===== src/rtl/systolic_pkg.sv =====
// systolic_pkg: shared defaults, derived bus widths and sequencer state encoding
package systolic_pkg;
  localparam int DEF_DATA_BW = 8;
  localparam int DEF_PARTIAL_SUM_BW = 19;
  localparam int DEF_MATRIX_SIZE = 8;
  localparam int DEF_NUM_PE_ROWS = 8;
  localparam int DEF_ARRAY_LAT = 9;
  localparam int DEF_WLOAD_CYC = 2;
  localparam int DEF_FIFO_DEPTH = 16;
  localparam int DEF_CNT_W = 16;
  localparam int VEC_W = DEF_MATRIX_SIZE * DEF_DATA_BW;
  localparam int RES_W = DEF_NUM_PE_ROWS * DEF_PARTIAL_SUM_BW;
  typedef enum logic [2:0] {IDLE, LOAD, FEED, DRAIN, DONE} state_e;
endpackage


===== src/rtl/sync_fifo_fwft.sv =====
// sync_fifo_fwft: first-word-fall-through FIFO; dout shows the head while cnt is non-zero
// Ports: clk, rst (sync, active high); push/din write; pop reads head (ignored when empty);
//   dout head data; empty flag; cnt entries held (0..DEPTH).
module sync_fifo_fwft #(
  parameter int W = 152,
  parameter int DEPTH = 16,
  localparam int AW = $clog2(DEPTH)
) (
  input  logic         clk,
  input  logic         rst,
  input  logic         push,
  input  logic [W-1:0] din,
  input  logic         pop,
  output logic [W-1:0] dout,
  output logic         empty,
  output logic [AW:0]  cnt
);
  logic [W-1:0] mem_q [DEPTH];
  logic [AW-1:0] wr_q, wr_d, rd_q, rd_d;
  logic [AW:0] cnt_q, cnt_d;
  logic full, do_push, do_pop;
  assign empty = cnt_q == '0;
  assign full = cnt_q == (AW+1)'(DEPTH);
  assign do_pop = pop && !empty;
  // a push while full is only taken when the same cycle frees the head slot
  assign do_push = push && (!full || do_pop);
  assign dout = mem_q[rd_q];
  assign cnt = cnt_q;
  always_comb begin
    wr_d = do_push ? wr_q + 1'b1 : wr_q;
    rd_d = do_pop ? rd_q + 1'b1 : rd_q;
    cnt_d = cnt_q + (AW+1)'(do_push) - (AW+1)'(do_pop);
  end
  always_ff @(posedge clk)
    if (rst) begin
      wr_q <= '0;
      rd_q <= '0;
      cnt_q <= '0;
    end else begin
      wr_q <= wr_d;
      rd_q <= rd_d;
      cnt_q <= cnt_d;
    end
  always_ff @(posedge clk)
    if (do_push) mem_q[wr_q] <= din;
  always_ff @(posedge clk)
    if (!rst) assert (!(push && full && !pop));
endmodule


===== src/rtl/systolic_seq_ctrl.sv =====
// systolic_seq_ctrl: job sequencer feeding a weight-stationary systolic array with credit-gated input
// Ports: clk, rst (sync, active high); start/num_vec job request, busy, done pulse;
//   in_valid/in_ready/in_data input vectors; sa_we_rl, sa_din to the array, sa_result from it;
//   out_valid/out_ready/out_data result FIFO head.
module systolic_seq_ctrl
  import systolic_pkg::*;
#(
  parameter int DATA_BW = DEF_DATA_BW,
  parameter int PARTIAL_SUM_BW = DEF_PARTIAL_SUM_BW,
  parameter int MATRIX_SIZE = DEF_MATRIX_SIZE,
  parameter int NUM_PE_ROWS = DEF_NUM_PE_ROWS,
  parameter int ARRAY_LAT = DEF_ARRAY_LAT,
  parameter int WLOAD_CYC = DEF_WLOAD_CYC,
  parameter int FIFO_DEPTH = DEF_FIFO_DEPTH,
  parameter int CNT_W = DEF_CNT_W
) (
  input  logic                                  clk,
  input  logic                                  rst,
  input  logic                                  start,
  input  logic [CNT_W-1:0]                      num_vec,
  output logic                                  busy,
  output logic                                  done,
  input  logic                                  in_valid,
  output logic                                  in_ready,
  input  logic [MATRIX_SIZE*DATA_BW-1:0]        in_data,
  output logic                                  sa_we_rl,
  output logic [MATRIX_SIZE*DATA_BW-1:0]        sa_din,
  input  logic [NUM_PE_ROWS*PARTIAL_SUM_BW-1:0] sa_result,
  output logic                                  out_valid,
  input  logic                                  out_ready,
  output logic [NUM_PE_ROWS*PARTIAL_SUM_BW-1:0] out_data
);
  localparam int VW = MATRIX_SIZE * DATA_BW;
  localparam int RW = NUM_PE_ROWS * PARTIAL_SUM_BW;
  localparam int FW = $clog2(FIFO_DEPTH) + 1;
  localparam int WW = $clog2(WLOAD_CYC + 1);
  state_e state_q, state_d;
  logic [CNT_W-1:0] num_q, num_d, acc_q, acc_d;
  logic [WW-1:0] wl_q, wl_d;
  // bit 0 is aligned with the cycle sa_din shows a vector; bit ARRAY_LAT with its result
  logic [ARRAY_LAT:0] vpipe_q, vpipe_d;
  logic [VW-1:0] sa_din_q, sa_din_d;
  logic [FW-1:0] fifo_cnt;
  logic [FW:0] occ;
  logic accept, fifo_empty;
  // every in-flight vector already owns a FIFO slot, so the array can never overrun it
  assign occ = {1'b0, fifo_cnt} + (FW+1)'($countones(vpipe_q));
  assign in_ready = state_q == FEED && acc_q < num_q && occ < (FW+1)'(FIFO_DEPTH);
  assign accept = in_valid && in_ready;
  assign busy = state_q != IDLE;
  assign done = state_q == DONE;
  assign sa_we_rl = state_q == LOAD;
  assign sa_din = sa_din_q;
  assign out_valid = !fifo_empty;
  always_comb begin
    state_d = state_q;
    num_d = num_q;
    acc_d = acc_q;
    wl_d = wl_q;
    sa_din_d = accept ? in_data : '0;
    vpipe_d = {vpipe_q[ARRAY_LAT-1:0], accept};
    case (state_q)
      IDLE:
        if (start) begin
          state_d = LOAD;
          num_d = num_vec;
          acc_d = '0;
          wl_d = '0;
        end
      LOAD: begin
        wl_d = wl_q + 1'b1;
        if (wl_q == WW'(WLOAD_CYC - 1)) state_d = num_q == '0 ? DONE : FEED;
      end
      FEED:
        if (accept) begin
          acc_d = acc_q + 1'b1;
          if (acc_d == num_q) state_d = DRAIN;
        end
      DRAIN: state_d = vpipe_q == '0 ? DONE : DRAIN;
      DONE: state_d = IDLE;
      default: state_d = IDLE;
    endcase
  end
  always_ff @(posedge clk)
    if (rst) begin
      state_q <= IDLE;
      num_q <= '0;
      acc_q <= '0;
      wl_q <= '0;
      vpipe_q <= '0;
      sa_din_q <= '0;
    end else begin
      state_q <= state_d;
      num_q <= num_d;
      acc_q <= acc_d;
      wl_q <= wl_d;
      vpipe_q <= vpipe_d;
      sa_din_q <= sa_din_d;
    end
  sync_fifo_fwft #(.W(RW), .DEPTH(FIFO_DEPTH)) u_fifo (
    .clk(clk),
    .rst(rst),
    .push(vpipe_q[ARRAY_LAT]),
    .din(sa_result),
    .pop(out_ready),
    .dout(out_data),
    .empty(fifo_empty),
    .cnt(fifo_cnt)
  );
endmodule


===== config.mk =====
export PLATFORM = sky130hd
export DESIGN_NAME = systolic_seq_ctrl
export DESIGN_NICKNAME = d
export VERILOG_FILES = /design/src/rtl/systolic_pkg.sv /design/src/rtl/sync_fifo_fwft.sv /design/src/rtl/systolic_seq_ctrl.sv
export SDC_FILE = /design/constraint.sdc
export NUM_CORES = 2
export LEC_CHECK = 0
export ABC_AREA = 1
export CAP_MARGIN = 20
export CORE_AREA = 3 3 464 466
export DETAILED_ROUTE_END_ITERATION = 10
export DIE_AREA = 0 0 467 469
export PLACE_DENSITY = 0.66
export SLEW_MARGIN = 20
export SYNTH_ARGS = -nofsm -noshare
export SYNTH_HDL_FRONTEND = slang
export SYNTH_HIERARCHICAL = 1
export SYNTH_SLANG_ARGS = --single-unit

===== constraint.sdc =====
create_clock -name clk -period 15.33 [get_ports clk]
set_clock_uncertainty 0.1 [all_clocks]
set_input_delay 3.066 -clock clk [delete_from_list [all_inputs] [get_ports clk]]
set_output_delay 3.066 -clock clk [all_outputs]
set_load 0.005 [all_outputs]

After elaboration in Yosys (flattened, before gate mapping) --
Memories as Yosys holds them, arrays and structs flattened. A register that Yosys moved wholly into a read port is not among the register bits. Cells that the tools add are included.
Word-level totals: input bits 237, register bits 124, word-level logic and storage cells 76, memories 1, RAM bits 2432
Cells by class: $lt $le $gt $ge 2, reduce and logical (&&, ||, !) cells 20, add/subtract/negate cells 16, bitwise gates (word level) 1, eq/ne operators 11, multiplexer cells 16
Memories:
- u_fifo.mem_q | depth 16, bits a word 152, rd ports 1, clocked after memory_dff 1, wr ports 1, RTL line sync_fifo_fwft.sv:18 | logic [W-1:0] mem_q [DEPTH];
Operators with widths (number):
- $mux W16 | 2
- $pmux W16 S2 | 1
- $mux W3 | 6
- $add A16 B1 Y16 const B | 1
- $eq A16 B16 Y1 | 1
- $logic_not A16 Y1 | 1
- $lt A16 B16 Y1 | 1
- $pmux W3 S4 | 1
- $add A1 B1 Y2 | 5
- $logic_not A10 Y1 | 1
- $add A4 B1 Y4 const B | 2
- $mux W4 | 2
- $add A2 B2 Y3 | 2
- $add A5 B5 Y6 | 1
- $eq A3 B2 Y1 const B | 2
- $lt A6 B5 Y1 const B | 1
- $add A4 B2 Y5 | 1
- $add A5 B1 Y5 | 1
- $eq A5 B5 Y1 const B | 1
- $logic_and A1 B1 Y1 | 5
- $logic_not A5 Y1 | 1
- $sub A5 B1 Y5 | 1
- $add A3 B3 Y4 | 1
- $ne A2 B1 Y1 const B | 2
- other kinds (18) | 23

Logic depth before layout (Yosys ltp) --
depth in word-level cells 10, depth in mapped cells 18, gate-level depth less buffers 18

Hierarchy --
Netlist, hierarchy kept.
By module, submodules not included:
- sync_fifo_fwft | cells an instance 8951, area an instance 100576.5 µm², sequential area each 73370.4 µm², times used 1
- systolic_seq_ctrl | cells an instance 665, area an instance 5068.6 µm², sequential area each 2222.1 µm², times used 1

Worst setup path after synthesis --
OpenSTA, ideal clock, no wires.
path kind input to register, start input port out_ready, end memory u_fifo.mem_q[10][0], enable pin, buffers on the path 1, required time 14.380 ns, setup slack 0.610 ns, arrival 13.770 ns, stages 5, cell sequence nor2_1 > nand3_1 > nand2_1 > clkbuf_1 > nor3_1
Between the ends: cells in the longest elaborated chain, start to end 5
Ends and longest elaborated chain:
- from (decl) | RTL line systolic_seq_ctrl.sv:30 | input logic out_ready,
- $logic_and A1 B1 Y1 | RTL line sync_fifo_fwft.sv:24 | assign do_pop = pop && !empty;
- $logic_or A1 B1 Y1 | RTL line sync_fifo_fwft.sv:26 | assign do_push = push && (!full || do_pop);
- $logic_and A1 B1 Y1 | RTL line sync_fifo_fwft.sv:26
- $mux W1 | RTL line sync_fifo_fwft.sv:45 | if (do_push) mem_q[wr_q] <= din;
- $mux W1 (implied by the code) | RTL line sync_fifo_fwft.sv:45
- to (decl) | RTL line sync_fifo_fwft.sv:18
No other way between the ends.

==> impl_summary.log <==
INFO  metric final.fill_count = ~17000
INFO  metric finalCriticalPeriod = 9240 ps
INFO  metric worst-path-max-fanout = about 230
INFO  metric core_area = 212000 um^2
INFO  metric highest_achievable_clock_rate = between 100 and 150 MHz
INFO  metric synthCells = 9616
INFO  metric num_cts_buffers = 283
INFO  metric synthesis.area_per_instance = 11.0 um^2
INFO  metric cp-start-kind = flop
INFO  metric arrival = roughly 6100 ps
INFO  metric capturing_element_type_of_the_critical_path = output port
INFO  metric ff2ff_path_depth = 8
INFO  metric power_density = between 100 and 150 nW/um^2
INFO  metric cts_hold_repair.buffers = 0
INFO  metric clockRootBuffer = sky130_fd_sc_hd__clkbuf_16
INFO  metric synth_enable_flop_cells = between 2000 and 2500
INFO  metric count_of_input_and_output_buffers = 457
INFO  metric grt_max_degree = between 200 and 250
INFO  metric tritoncts_clock_tree = built
INFO  metric synth_sequential_area_ratio = 0.716
INFO  metric timing_max_transition_violations_final = 0
INFO  metric htree_levels = 5
INFO  metric total_routing_usage_reported_by_global_routing = 0.247
INFO  metric fp.dieW = 467 um
INFO  metric worst_slack = 6090 ps
INFO  metric cp_slowest_cell = sky130_fd_sc_hd__dfxtp_4
INFO  metric die_height = 469 um
INFO  metric worst_hold_path_type = flop to flop
INFO  metric timing_hold_violations_final = 0
INFO  metric ctsResizeCount = 0
INFO  metric cts.reportedPaths.clkPinSlew = 60 ps
INFO  metric drc = 0
INFO  metric final_core_util = 0.570
INFO  metric worstMarginPinSlew = ~1300 ps
INFO  metric initial_utilization = 0.499
INFO  metric grt_first_pass_wirelength = about 410 mm
INFO  metric top_level_ports = between 400 and 500
INFO  metric wirelength_met1 = 115 mm
INFO  metric drive_gt1_frac = 0.0485
INFO  metric met2_length = 130 mm
INFO  metric regToRegSetupSlack = about 11000 ps
INFO  metric antenna_found_initial = 49
INFO  metric initial_drt_pass_iterations = 6
INFO  metric delay_of_the_slowest_critical_path_stage = 1010 ps
INFO  metric vdd_ir_drop_max = 0.000113 V
INFO  metric slew_headroom = 0.130
INFO  metric antenna_violating_nets_post_route = 0
INFO  metric placedCellCount = about 12000
INFO  metric cp_cell_sequence = buf_12 -> buf_4 -> buf_12 -> nand2_1 -> nand3_1 -> nand3_1 -> nand2_1 -> nand2_1 -> nand2_1 -> clkdlybuf4s50_1
INFO  metric data_required_time_at_the_worst_endpoint = 12160 ps
INFO  metric dp.final_hpwl = 130 mm
INFO  metric wirelength = 275 mm
INFO  metric instances_no_fill = 12942
INFO  metric timing.final.crit_share = 0.602
INFO  metric clock_latency = 870 ps
INFO  metric synthArstFlopShare = 0
INFO  metric setup_viol = 0
INFO  metric setup_total_negative_slack = 0 ps
INFO  metric timing.critical_path.mode_cell = sky130_fd_sc_hd__nand2_1
INFO  metric yosys_warnings = 6
INFO  metric p_leak = 47.1 nW
INFO  metric ys_seq_elements = 2560
INFO  metric initialDrtViolationCount = 6772
INFO  metric unrepaired_setup_endpoints_after_global_routing = no
INFO  metric wl_met3 = about 22 mm
INFO  metric synth-main-ff-cell = sky130_fd_sc_hd__edfxtp_1
INFO  metric pre_cts_slack = 7150 ps
INFO  metric clock_path_buffers = 4
INFO  metric avgViaCountPerCell = roughly 5.4
INFO  metric r2r-end = u_fifo/mem_q[8][80]$_DFFE_PP_
INFO  metric syn2layout_area_growth = 14.3%
INFO  metric fp-row-count = around 170
INFO  metric routabilityCongestion = 0.813
INFO  metric routed_wire_length_per_instance = 21.3 um
INFO  metric first_global_vias = 67319
INFO  metric post_synth_instance_area = approximately 110000 um^2
INFO  metric max_cap_viol_count = 0
INFO  metric fp.dieArea = 219000 um^2
INFO  metric grt_overflow_total = 0
INFO  metric yosys.cell_types.count = 40
INFO  metric post-cts-setup-buffer-count = 0
INFO  metric outcome = completed
INFO  metric syn_nets = 9895
INFO  metric final_nets = roughly 10000
INFO  metric worstSetupPathType = flop to output port
INFO  metric top_layer = met5
INFO  metric min_delay_worst_endpoint = vpipe_q[3]$_SDFF_PP0_
INFO  metric whs_path_depth = 2
INFO  metric timing.hold.ws = 341 ps
INFO  metric clock_sink_count = 2560
INFO  metric vias = 70387
INFO  metric hold_path.startpoint = vpipe_q[2]$_SDFF_PP0_
INFO  metric worst_r2r_startpoint = u_fifo/cnt[2]$_SDFF_PP0_
worst max-delay path: cells and delay by family, from the launching register on:
kind / cells / cell delay (ps)
flip-flops: 1 / 1010
buffers and inverters: 4 / 2790
AND/OR/NAND/NOR: 6 / 840
power by group:
group | switching (mW) | leakage (nW) | internal (mW)
registers | 0.0871 | 22.9 | 7.70
clock network | 2.58 | 4.02 | 3.59
logic | 2.36 | 20.2 | 1.24
flip-flops by register name (all words and copies together), names as in the netlist, named ones only:
register      count
u_fifo/mem_q   2432
sa_din           64
acc_q            16
num_q            16
vpipe_q          10
u_fifo/cnt        5
u_fifo/rd_q       4
u_fifo/wr_q       4
state_q           3
wl_q              2
logic make-up after synthesis:
kind of cell               after synthesis  synth area share
AOI/OAI and AO/OA                       91           0.00482
xor gates and xnor gates                 7          0.000711
adders and majority gates               42           0.00540
buffers and inverters                 1508            0.0578
DFF                                   2560             0.716
and+or+nand+nor                       5408             0.216
stage by stage:
step	power, mW	cell area [um^2]
2_1_floorplan	10.2	106000
3_3_place_gp	11.5	112000
3_5_place_dp	11.5	112000
4_1_cts	17.7	121000
5_1_grt	18.3	121000
6_report	17.6	121000
layout make-up:
cell class	count	area, um^2	share of cell area
multi-input combinational	5548	24000	0.199
antenna	24	60.1	0.000497
clock inverter	98	646	0.00535
sequential	2560	75600	0.626
inverter	981	3710	0.0307
tap	2821	3530	0.0292
timing repair buffer	548	5580	0.0462
clock buffer	362	7570	0.0627
per-layer routing:
layer / track usage / vias up
met3: 0.0474 / 550
met2: 0.402 / 2677
met1: 0.334 / 34347
li1: - / 32779
met5: 0 / -
met4: 0.0829 / 34
worst max-delay path by stage:
stage | from | endpoint | depth (start not counted)
final | flop | out_data[58] | 10
after global routing | flop | out_data[37] | 11
after CTS | flop | out_data[37] | 11
after detailed placement | flop | out_data[37] | 11
after global placement | flop | out_data[37] | 11
after floorplan | out_ready | u_fifo/mem_q[10][0]$_DFFE_PP_ | 5
synthesized netlist by cell type (3+ instances only):
cell | n | area share
sky130_fd_sc_hd__nor3_1 | 18 | 0.00085
sky130_fd_sc_hd__or2_2 | 9 | 0.00053
sky130_fd_sc_hd__fa_1 | 6 | 0.0011
sky130_fd_sc_hd__nor2_1 | 115 | 0.0041
sky130_fd_sc_hd__inv_1 | 971 | 0.034
sky130_fd_sc_hd__a211oi_2 | 5 | 0.00059
sky130_fd_sc_hd__nor2_4 | 5 | 0.00053
sky130_fd_sc_hd__dfxtp_1 | 128 | 0.024
sky130_fd_sc_hd__buf_4 | 20 | 0.0014
sky130_fd_sc_hd__buf_6 | 7 | 0.00075
sky130_fd_sc_hd__ha_1 | 36 | 0.0043
sky130_fd_sc_hd__a21oi_1 | 46 | 0.0022
sky130_fd_sc_hd__inv_2 | 9 | 0.00032
sky130_fd_sc_hd__buf_1 | 77 | 0.0027
sky130_fd_sc_hd__nand2_2 | 3 | 0.00018
sky130_fd_sc_hd__edfxtp_1 | 2432 | 0.69
sky130_fd_sc_hd__xor2_1 | 5 | 0.00041
sky130_fd_sc_hd__nand4_1 | 15 | 0.00089
sky130_fd_sc_hd__clkbuf_1 | 172 | 0.0061
sky130_fd_sc_hd__buf_2 | 251 | 0.012
sky130_fd_sc_hd__nand3_1 | 1833 | 0.087
sky130_fd_sc_hd__nand2_1 | 3397 | 0.12
sky130_fd_sc_hd__o21ai_0 | 31 | 0.0015
sky130_fd_sc_hd__nor2_2 | 3 | 0.00018
placed cells by master (no fill, tap or decap), types with 5 or more instances in the layout:
cell | netlist | layout
sky130_fd_sc_hd__buf_12 | 0 | 25
sky130_fd_sc_hd__a211oi_2 | 5 | 5
sky130_fd_sc_hd__clkinv_1 | 1 | 54
sky130_fd_sc_hd__or2_2 | 9 | 9
sky130_fd_sc_hd__nor2_1 | 115 | 115
sky130_fd_sc_hd__ha_1 | 36 | 36
sky130_fd_sc_hd__o21ai_0 | 31 | 31
sky130_fd_sc_hd__dfxtp_1 | 128 | 124
sky130_fd_sc_hd__nand3_1 | 1833 | 1833
sky130_fd_sc_hd__diode_2 | 0 | 24
sky130_fd_sc_hd__a21oi_1 | 46 | 46
sky130_fd_sc_hd__buf_4 | 20 | 64
sky130_fd_sc_hd__edfxtp_1 | 2432 | 2432
sky130_fd_sc_hd__clkdlybuf4s50_1 | 0 | 457
sky130_fd_sc_hd__clkinv_2 | 0 | 31
sky130_fd_sc_hd__nand4_1 | 15 | 15
sky130_fd_sc_hd__clkbuf_16 | 0 | 291
sky130_fd_sc_hd__nor3_2 | 0 | 16
sky130_fd_sc_hd__inv_2 | 9 | 5
sky130_fd_sc_hd__clkbuf_1 | 172 | 68
sky130_fd_sc_hd__inv_1 | 971 | 971
sky130_fd_sc_hd__xor2_1 | 5 | 5
sky130_fd_sc_hd__nand2_1 | 3397 | 3397
sky130_fd_sc_hd__nor2_4 | 5 | 5
sky130_fd_sc_hd__fa_1 | 6 | 6
sky130_fd_sc_hd__bufinv_16 | 0 | 8
Power figures use the tool's default switching activity.
